`src/rtl/prog_loader.sv`:
```
// prog_loader: framed byte-stream loader for the 8051 code memory.
// Accepts LEN_HI, LEN_LO, N code bytes and a checksum byte over a
// valid/ready handshake, writes the code bytes from address 0 and
// releases the CONTROLLER reset only after a frame whose byte sum is zero.
module prog_loader #(
   parameter int ADDR_W = 12
) (
   input  logic              clk,
   input  logic              rst,
   input  logic              in_valid,
   input  logic [7:0]        in_data,
   output logic              in_ready,
   input  logic              reload,
   output logic              wr_en,
   output logic [ADDR_W-1:0] wr_addr,
   output logic [7:0]        wr_data,
   output logic              cpu_rst,
   output logic              busy,
   output logic              done,
   output logic              err
);

   typedef enum logic [2:0] {
      S_LEN_HI,
      S_LEN_LO,
      S_DATA,
      S_CSUM,
      S_DONE,
      S_ERROR
   } state_t;

   // Longest image the code memory can hold; compared against the 16-bit
   // length field in 17 bits so 2^16 itself is representable.
   localparam logic [16:0] MAX_LEN = 17'(2 ** ADDR_W);

   state_t              state_q, state_d;
   logic [ADDR_W-1:0]   addr_q, addr_d;
   logic [7:0]          sum_q, sum_d;
   logic [15:0]         count_q, count_d;
   logic [7:0]          lenHi_q, lenHi_d;
   logic                wrEn_q, wrEn_d;
   logic [ADDR_W-1:0]   wrAddr_q, wrAddr_d;
   logic [7:0]          wrData_q, wrData_d;

   logic                acceptState;
   logic                accept;
   logic [7:0]          sumNext;
   logic [15:0]         lenFull;

   // Handshake decode: ready depends only on state and reset, never on in_valid.
   always_comb begin
      acceptState = (state_q == S_LEN_HI) || (state_q == S_LEN_LO) ||
                    (state_q == S_DATA)   || (state_q == S_CSUM);
      in_ready    = acceptState && !rst;
      accept      = in_valid && in_ready;
      sumNext     = sum_q + in_data;
      lenFull     = {lenHi_q, in_data};
   end

   // Next-state logic: reload wins over any byte offered on the same edge.
   always_comb begin
      state_d  = state_q;
      addr_d   = addr_q;
      sum_d    = sum_q;
      count_d  = count_q;
      lenHi_d  = lenHi_q;
      wrEn_d   = 1'b0;
      wrAddr_d = wrAddr_q;
      wrData_d = wrData_q;
      if (reload) begin
         state_d = S_LEN_HI;
         addr_d  = '0;
         sum_d   = '0;
         count_d = '0;
         lenHi_d = '0;
      end else if (accept) begin
         sum_d = sumNext;
         case (state_q)
            S_LEN_HI: begin
               lenHi_d = in_data;
               state_d = S_LEN_LO;
            end
            S_LEN_LO: begin
               if ({1'b0, lenFull} > MAX_LEN) begin
                  state_d = S_ERROR;
               end else if (lenFull == 16'd0) begin
                  state_d = S_CSUM;
               end else begin
                  count_d = lenFull;
                  state_d = S_DATA;
               end
            end
            S_DATA: begin
               wrEn_d   = 1'b1;
               wrAddr_d = addr_q;
               wrData_d = in_data;
               addr_d   = addr_q + 1'b1;
               count_d  = count_q - 16'd1;
               if (count_q == 16'd1) begin
                  state_d = S_CSUM;
               end
            end
            S_CSUM: begin
               state_d = (sumNext == 8'h00) ? S_DONE : S_ERROR;
            end
            default: begin
               state_d = state_q;
            end
         endcase
      end
   end

   // State and write-port registers; reset discards any partial frame at once.
   always_ff @(posedge clk or posedge rst) begin
      if (rst) begin
         state_q  <= S_LEN_HI;
         addr_q   <= '0;
         sum_q    <= '0;
         count_q  <= '0;
         lenHi_q  <= '0;
         wrEn_q   <= 1'b0;
         wrAddr_q <= '0;
         wrData_q <= '0;
      end else begin
         state_q  <= state_d;
         addr_q   <= addr_d;
         sum_q    <= sum_d;
         count_q  <= count_d;
         lenHi_q  <= lenHi_d;
         wrEn_q   <= wrEn_d;
         wrAddr_q <= wrAddr_d;
         wrData_q <= wrData_d;
      end
   end

   // Status outputs decoded from the registered state.
   always_comb begin
      wr_en   = wrEn_q;
      wr_addr = wrAddr_q;
      wr_data = wrData_q;
      cpu_rst = rst || (state_q != S_DONE);
      busy    = (state_q == S_LEN_LO) || (state_q == S_DATA) || (state_q == S_CSUM);
      done    = (state_q == S_DONE);
      err     = (state_q == S_ERROR);
   end

endmodule

```
`config.mk`:
```
export PLATFORM = sky130hd
export DESIGN_NAME = prog_loader
export DESIGN_NICKNAME = d
export VERILOG_FILES = /design/src/rtl/prog_loader.sv
export SDC_FILE = /design/constraint.sdc
export NUM_CORES = 1
export LEC_CHECK = 0
export ABC_CLOCK_PERIOD_IN_PS = 3100
export CAP_MARGIN = 10
export CELL_PAD_IN_SITES_DETAIL_PLACEMENT = 2
export CELL_PAD_IN_SITES_GLOBAL_PLACEMENT = 2
export CORE_UTILIZATION = 34
export DETAILED_ROUTE_END_ITERATION = 7
export PLACE_DENSITY_LB_ADDON = 0.05
export RECOVER_POWER = 100
export SYNTH_ARGS = -nofsm -noshare
export SYNTH_HDL_FRONTEND = slang
export SYNTH_SLANG_ARGS = --single-unit
```
`constraint.sdc`:
```
create_clock -name clk -period 3.1 [get_ports clk]
set_input_delay 0.62 -clock clk [delete_from_list [all_inputs] [get_ports clk]]
set_output_delay 0.62 -clock clk [all_outputs]
set_load 0.01 [all_outputs]
```
Word-level counts from Yosys, hierarchy flattened
Cells that the tools add are included.
- register bits after elaboration: 68
- output and inout port bits: 26
- logic and storage cells: 68
- $add $sub $neg: 3
- order comparisons: 1
- equal/unequal tests: 10
- mux-type cells: 23
- bitwise gates (word level): 1
- reductions and logical operators: 22
- operator list (operator ; number):
    $mux 16 ; 4
    $mux 8 ; 5
    $mux 12 ; 3
    $pmux 16 s2 ; 1
    $eq 16x1->1 const B ; 1
    $gt 16x13->1 const B ; 1
    $logic_not 16->1 ; 1
    $sub 16x1->16 const B ; 1
    $add 12x1->12 const B ; 1
    $mux 3 ; 4
    $pmux 3 s4 ; 1
    $ne 3x3->1 const B ; 3
    $add 8x8->8 ; 1
    $logic_not 8->1 ; 1
    $eq 3x2->1 const B ; 2
    $eq 3x3->1 const B ; 2
    $logic_or 1x1->1 ; 6
    $reduce_and 3->1 ; 2
    $reduce_bool 2->1 ; 3
    $mux 1 ; 5
    $reduce_bool 5->1 ; 1
    $reduce_and 2->1 ; 2
    $reduce_and 4->1 ; 1
    $eq 3x1->1 const B ; 1
    6 further kinds ; 7

Depth between registers and ports, before layout
- depth after elaboration: 8
- gate-level depth with buffers: 10

Worst setup path after synthesis
OpenSTA, ideal clock, no wires.
- path kind: input-to-output
- start point: input port rst
- end point: output port cpu_rst
- arrival time: 2331 ps
- setup slack: 149 ps
- stages on the path: 2
- cells stage by stage: inv_1 nand2_1
- longest elaborated chain between the ends: 1
- RTL lines (item ; RTL line ; source):
    start, declared ; 9 ; input logic rst,
    $logic_or 1x1->1 ; 141 ; cpu_rst = rst || (state_q != S_DONE);
    end, declared ; 17 ; output logic cpu_rst,
Every way passes these cells.

Final worst setup path
- start point: input port in_data[1]
- end point: register state_q[0]
- longest elaborated chain between the ends: 6
- elaborated cells on any way between the ends: 10
- RTL lines (item ; RTL line ; source):
    start, declared ; 11 ; input logic [7:0] in_data,
    $add 8x8->8 / $logic_not 16->1 (equally long branches) ; 56, 86 ;
    $logic_not 8->1 / $mux 1 (equally long branches) ; 104, 86 ;
    $mux 1 / $mux 3 (equally long branches) ; 104, 84 ;
    $pmux 3 s4 * ; 78 ; case (state_q)
    $mux 3 * ; 76 ; end else if (accept) begin
    $mux 3 * ; 70 ; if (reload) begin
    end signal, assigned ; 125 ; state_q <= state_d;
    end, declared ; 36 ; state_t state_q, state_d;
Mark *: on every way between the ends. The rest lies on a longest branch, timed or not. The select of a mux whose other input is x is not followed.
A chain may end at the register's enable or synchronous reset.

==> results.py <==
metrics = {
    "routing": {
        "via_per_inst": 5.28,
        "dr.pass1.iters": 4,
        "drc": 0,
        "top_layer_used": "met4",
        "wl_met2_um": 5720,
        "vias": 3295,
        "drt-met1-wl_um": 5350,
        "drt_wl_total_um": 11400,
        "wl_per_cell_um": 18.3,
        "wl_met3_um": 205,
        "antenna_left": 0,
        "drt-initial-drc-count": 88,
    },
    "place": {
        "gp_congestion": 0.772,
        "numPortBuffers": 37,
        "dpl.hpwl_um": 8060,
    },
    "floorplan": {
        "die_h_um": 105,
        "die_w_um": 105,
        "start_util": 0.351,
        "dieArea_sq_um": 11100,
        "rows": 37,
        "io_pins": 38,
        "fp.coreArea_sq_um": 10300,
    },
    "clock_tree": {
        "clk-insertion-delay-late_ns": 0.36,
        "htreeDepth": 3,
        "post_cts_resized": 0,
        "cts.sinks": 68,
        "clockBufferDepth": 2,
        "post_cts_buffers": 0,
        "clkTransAtPathRegs_ns": 0.08,
        "root_buffer": "clkbuf_8",
        "cts_tree": "done",
        "cts-buffers-inserted": 9,
        "hold_buffers": 0,
    },
    "setup_path": {
        "critPathArrivalTime_ns": 3.14,
        "crit_chain": "dlygate4sd3_1, clkbuf_1, fa_1, a211oi_1, o21bai_1, a21oi_1, xnor2_1, o41ai_1, a31oi_1",
        "cp_max_fo": 5,
        "cpPeakStageDelay_ns": 0.56,
        "critPathSlowestCell": "dlygate4sd3_1",
        "cp-start-kind": "input port",
        "rr_worst_depth": 7,
        "setup.worst_path.end_class": "flop",
        "cp.required_ns": 3.33,
        "crit_type": "input port to flop",
    },
    "final_layout": {
        "drive_gt1_frac": 0.0881,
        "seqCellArea_sq_um": 1700,
        "nets": 506,
        "synthToLayoutAreaGrowth_pct": 22.2,
        "antenna_cells": 0,
        "multi_input_area_sq_um": 1800,
        "fill_cells": 1164,
    },
    "sta": {
        "worstMarginPinSlew_ns": 1.83,
        "period_share": 0.940,
        "rsz0062_at_grt": "false",
        "hold_violations": 0,
        "finClkSkew_ns": 0.0145,
        "tns_ns": 0,
        "drv_slew": 69,
        "setup_viol": 0,
        "period_needed_ns": 2.91,
        "max_freq_mhz": 343,
        "worst_slew_margin_rel": -0.219,
    },
    "power": {
        "power_frac_clock": 0.374,
        "p_seq_frac": 0.462,
        "peakVddDrop_uv": 237,
        "finalPower_mw": 2.06,
        "p_int_mw": 1.43,
        "sw_frac_of_total": 0.307,
        "power.density_nw_per_um2": 466,
        "p_comb_frac": 0.164,
        "p_switching_mw": 0.633,
        "leakage_nw": 2.08,
    },
    "synthesis": {
        "syn_area_per_cell_sq_um": 8.36,
        "synth_edf_count": 0,
        "synth-seq-cells": 68,
        "ys.warnings.count": 0,
        "synth_flop_cell": "dfrtp_1",
        "yosysUniqueCellTypes": 49,
        "synth_fp_nets": 456,
        "synth_seq_area_share": 0.470,
        "synth_area_sq_um": 3620,
        "synthCells": 433,
        "async_flop_share": 1.00,
    },
    "global_route": {
        "grt_usage": 0.222,
        "antenna_found_initial": 0,
        "grt_overflow": 0,
        "grt_pass1_vias": 3572,
        "grt_pass1_wl_um": 18800,
        "grt_max_degree": 69,
    },
    "flow_run": {
        "maxCapViolCount": 1,
    },
    "worst_hold_path": {
        "whs_path_depth": 2,
        "hp-class": "flop to flop",
    },
    "outcome": {
        "status": "complete, but fails checks",
        "violations": "max-capacitance violations, max-slew violations",
    },
}
## sequential cells by signal (all words and copies together), names as in the netlist
register,cells
wr_data,8
state_q,3
addr_q,12
sum_q,8
wr_addr,12
count_q,16
lenHi_q,8
wr_en,1
## per-stage QoR
| step | hold slack (ns) | instances | worst slack [ns] | utilization | area [sq um] |
|---|---|---|---|---|---|
| after global placement | 0.457 | 608 | 0.0709 | 0.411 | 4240 |
| after floorplan | 0.445 | 433 | 0.149 | - | 3620 |
| final | 0.473 | 624 | 0.185 | 0.429 | 4430 |
| after global routing | 0.502 | 624 | 0.138 | 0.429 | 4430 |
| after CTS | 0.487 | 624 | 0.305 | 0.430 | 4440 |
| after detailed placement | 0.466 | 608 | 0.0127 | 0.411 | 4240 |
## kinds of logic after synthesis
group                      Yosys count  share of synthesized area
DFF                                 68                      0.470
buffers and inverters               28                     0.0332
xor gates and xnor gates            15                     0.0363
and+or+nand+nor                    220                      0.268
AOI/OAI and AO/OA                   91                      0.153
adders and majority gates           11                     0.0401
## synth_stat cells, types with 3 or more instances
| master | count | share of area |
|---|---|---|
| nand2_1 | 127 | 0.13 |
| dfrtp_1 | 68 | 0.47 |
| nor2_1 | 42 | 0.044 |
| a21oi_1 | 35 | 0.048 |
| o21ai_0 | 24 | 0.033 |
| clkbuf_1 | 16 | 0.017 |
| ha_1 | 10 | 0.035 |
| xor2_1 | 10 | 0.024 |
| nand3_1 | 9 | 0.012 |
| nor3_1 | 7 | 0.0097 |
| inv_1 | 6 | 0.0062 |
| nor4_1 | 5 | 0.0086 |
| xnor2_1 | 5 | 0.012 |
| and2_1 | 4 | 0.0069 |
| nor3b_1 | 4 | 0.0083 |
| o211ai_1 | 4 | 0.0083 |
| o21ai_1 | 4 | 0.0055 |
| or4_1 | 4 | 0.0083 |
| a211oi_1 | 3 | 0.0062 |
| a22o_1 | 3 | 0.0073 |
| and4_1 | 3 | 0.0073 |
| buf_2 | 3 | 0.0041 |
| nand4_1 | 3 | 0.0052 |
| o41ai_1 | 3 | 0.0073 |
## final cells by class
class | count | area share
clock buffers | 9 | 0.0280
clock inverters | 7 | 0.0170
inverters | 6 | 0.00509
multi-input cells | 337 | 0.407
flip-flops and latches | 68 | 0.385
well taps | 136 | 0.0385
repair buffers | 61 | 0.120
## power by group through the flow
stage	sequential, mW	clock (mW)	combinational (mW)
6_report	0.951	0.771	0.338
5_1_grt	0.957	0.831	0.376
4_1_cts	0.953	0.798	0.355
3_5_place_dp	0.970	0	0.352
3_3_place_gp	0.969	0	0.342
2_1_floorplan	0.966	0	0.198
## metal layers
layer,global-route usage,vias to the layer above
met5,0,-
met4,0.0664,0
met3,0.0337,12
met2,0.384,37
met1,0.283,1667
li1,-,1579
## cell usage in the layout, fill, tap and decap left out, types with 4 or more instances in the layout
cell               n
a21oi_1           35
and2_1             4
buf_4             19
clkbuf_1           4
clkbuf_8           9
clkdlybuf4s50_1    8
dfrtp_1           68
dlygate4sd3_1     29
ha_1              10
inv_1              5
nand2_1          127
nand3_1            9
nor2_1            42
nor3_1             7
nor3b_1            4
nor4_1             5
o211ai_1           4
o21ai_0           27
or4_1              4
xnor2_1            5
xor2_1            10
## critical path, delay by kind of cell
family / cells / cell delay, ns
compound gates: 5 / 1.12
fa+ha+maj: 1 / 0.50
xor+xnor: 1 / 0.11
buf+inv: 2 / 0.78
## worst paths after layout
path	startpoint	endpoint	slack, ns
worst max-delay path	in_data[1]	state_q[0]	0.19
worst min-delay path	wr_addr[1]	wr_addr[1]	0.47
worst max register to register	state_q[2]	wr_data[1]	0.53
worst min register to register	wr_addr[1]	wr_addr[1]	0.47
max in group asynchronous	rst	addr_q[2]	0.60
min in group asynchronous	rst	addr_q[6]	1.44
Note: power is estimated with default switching activity, not from simulation.
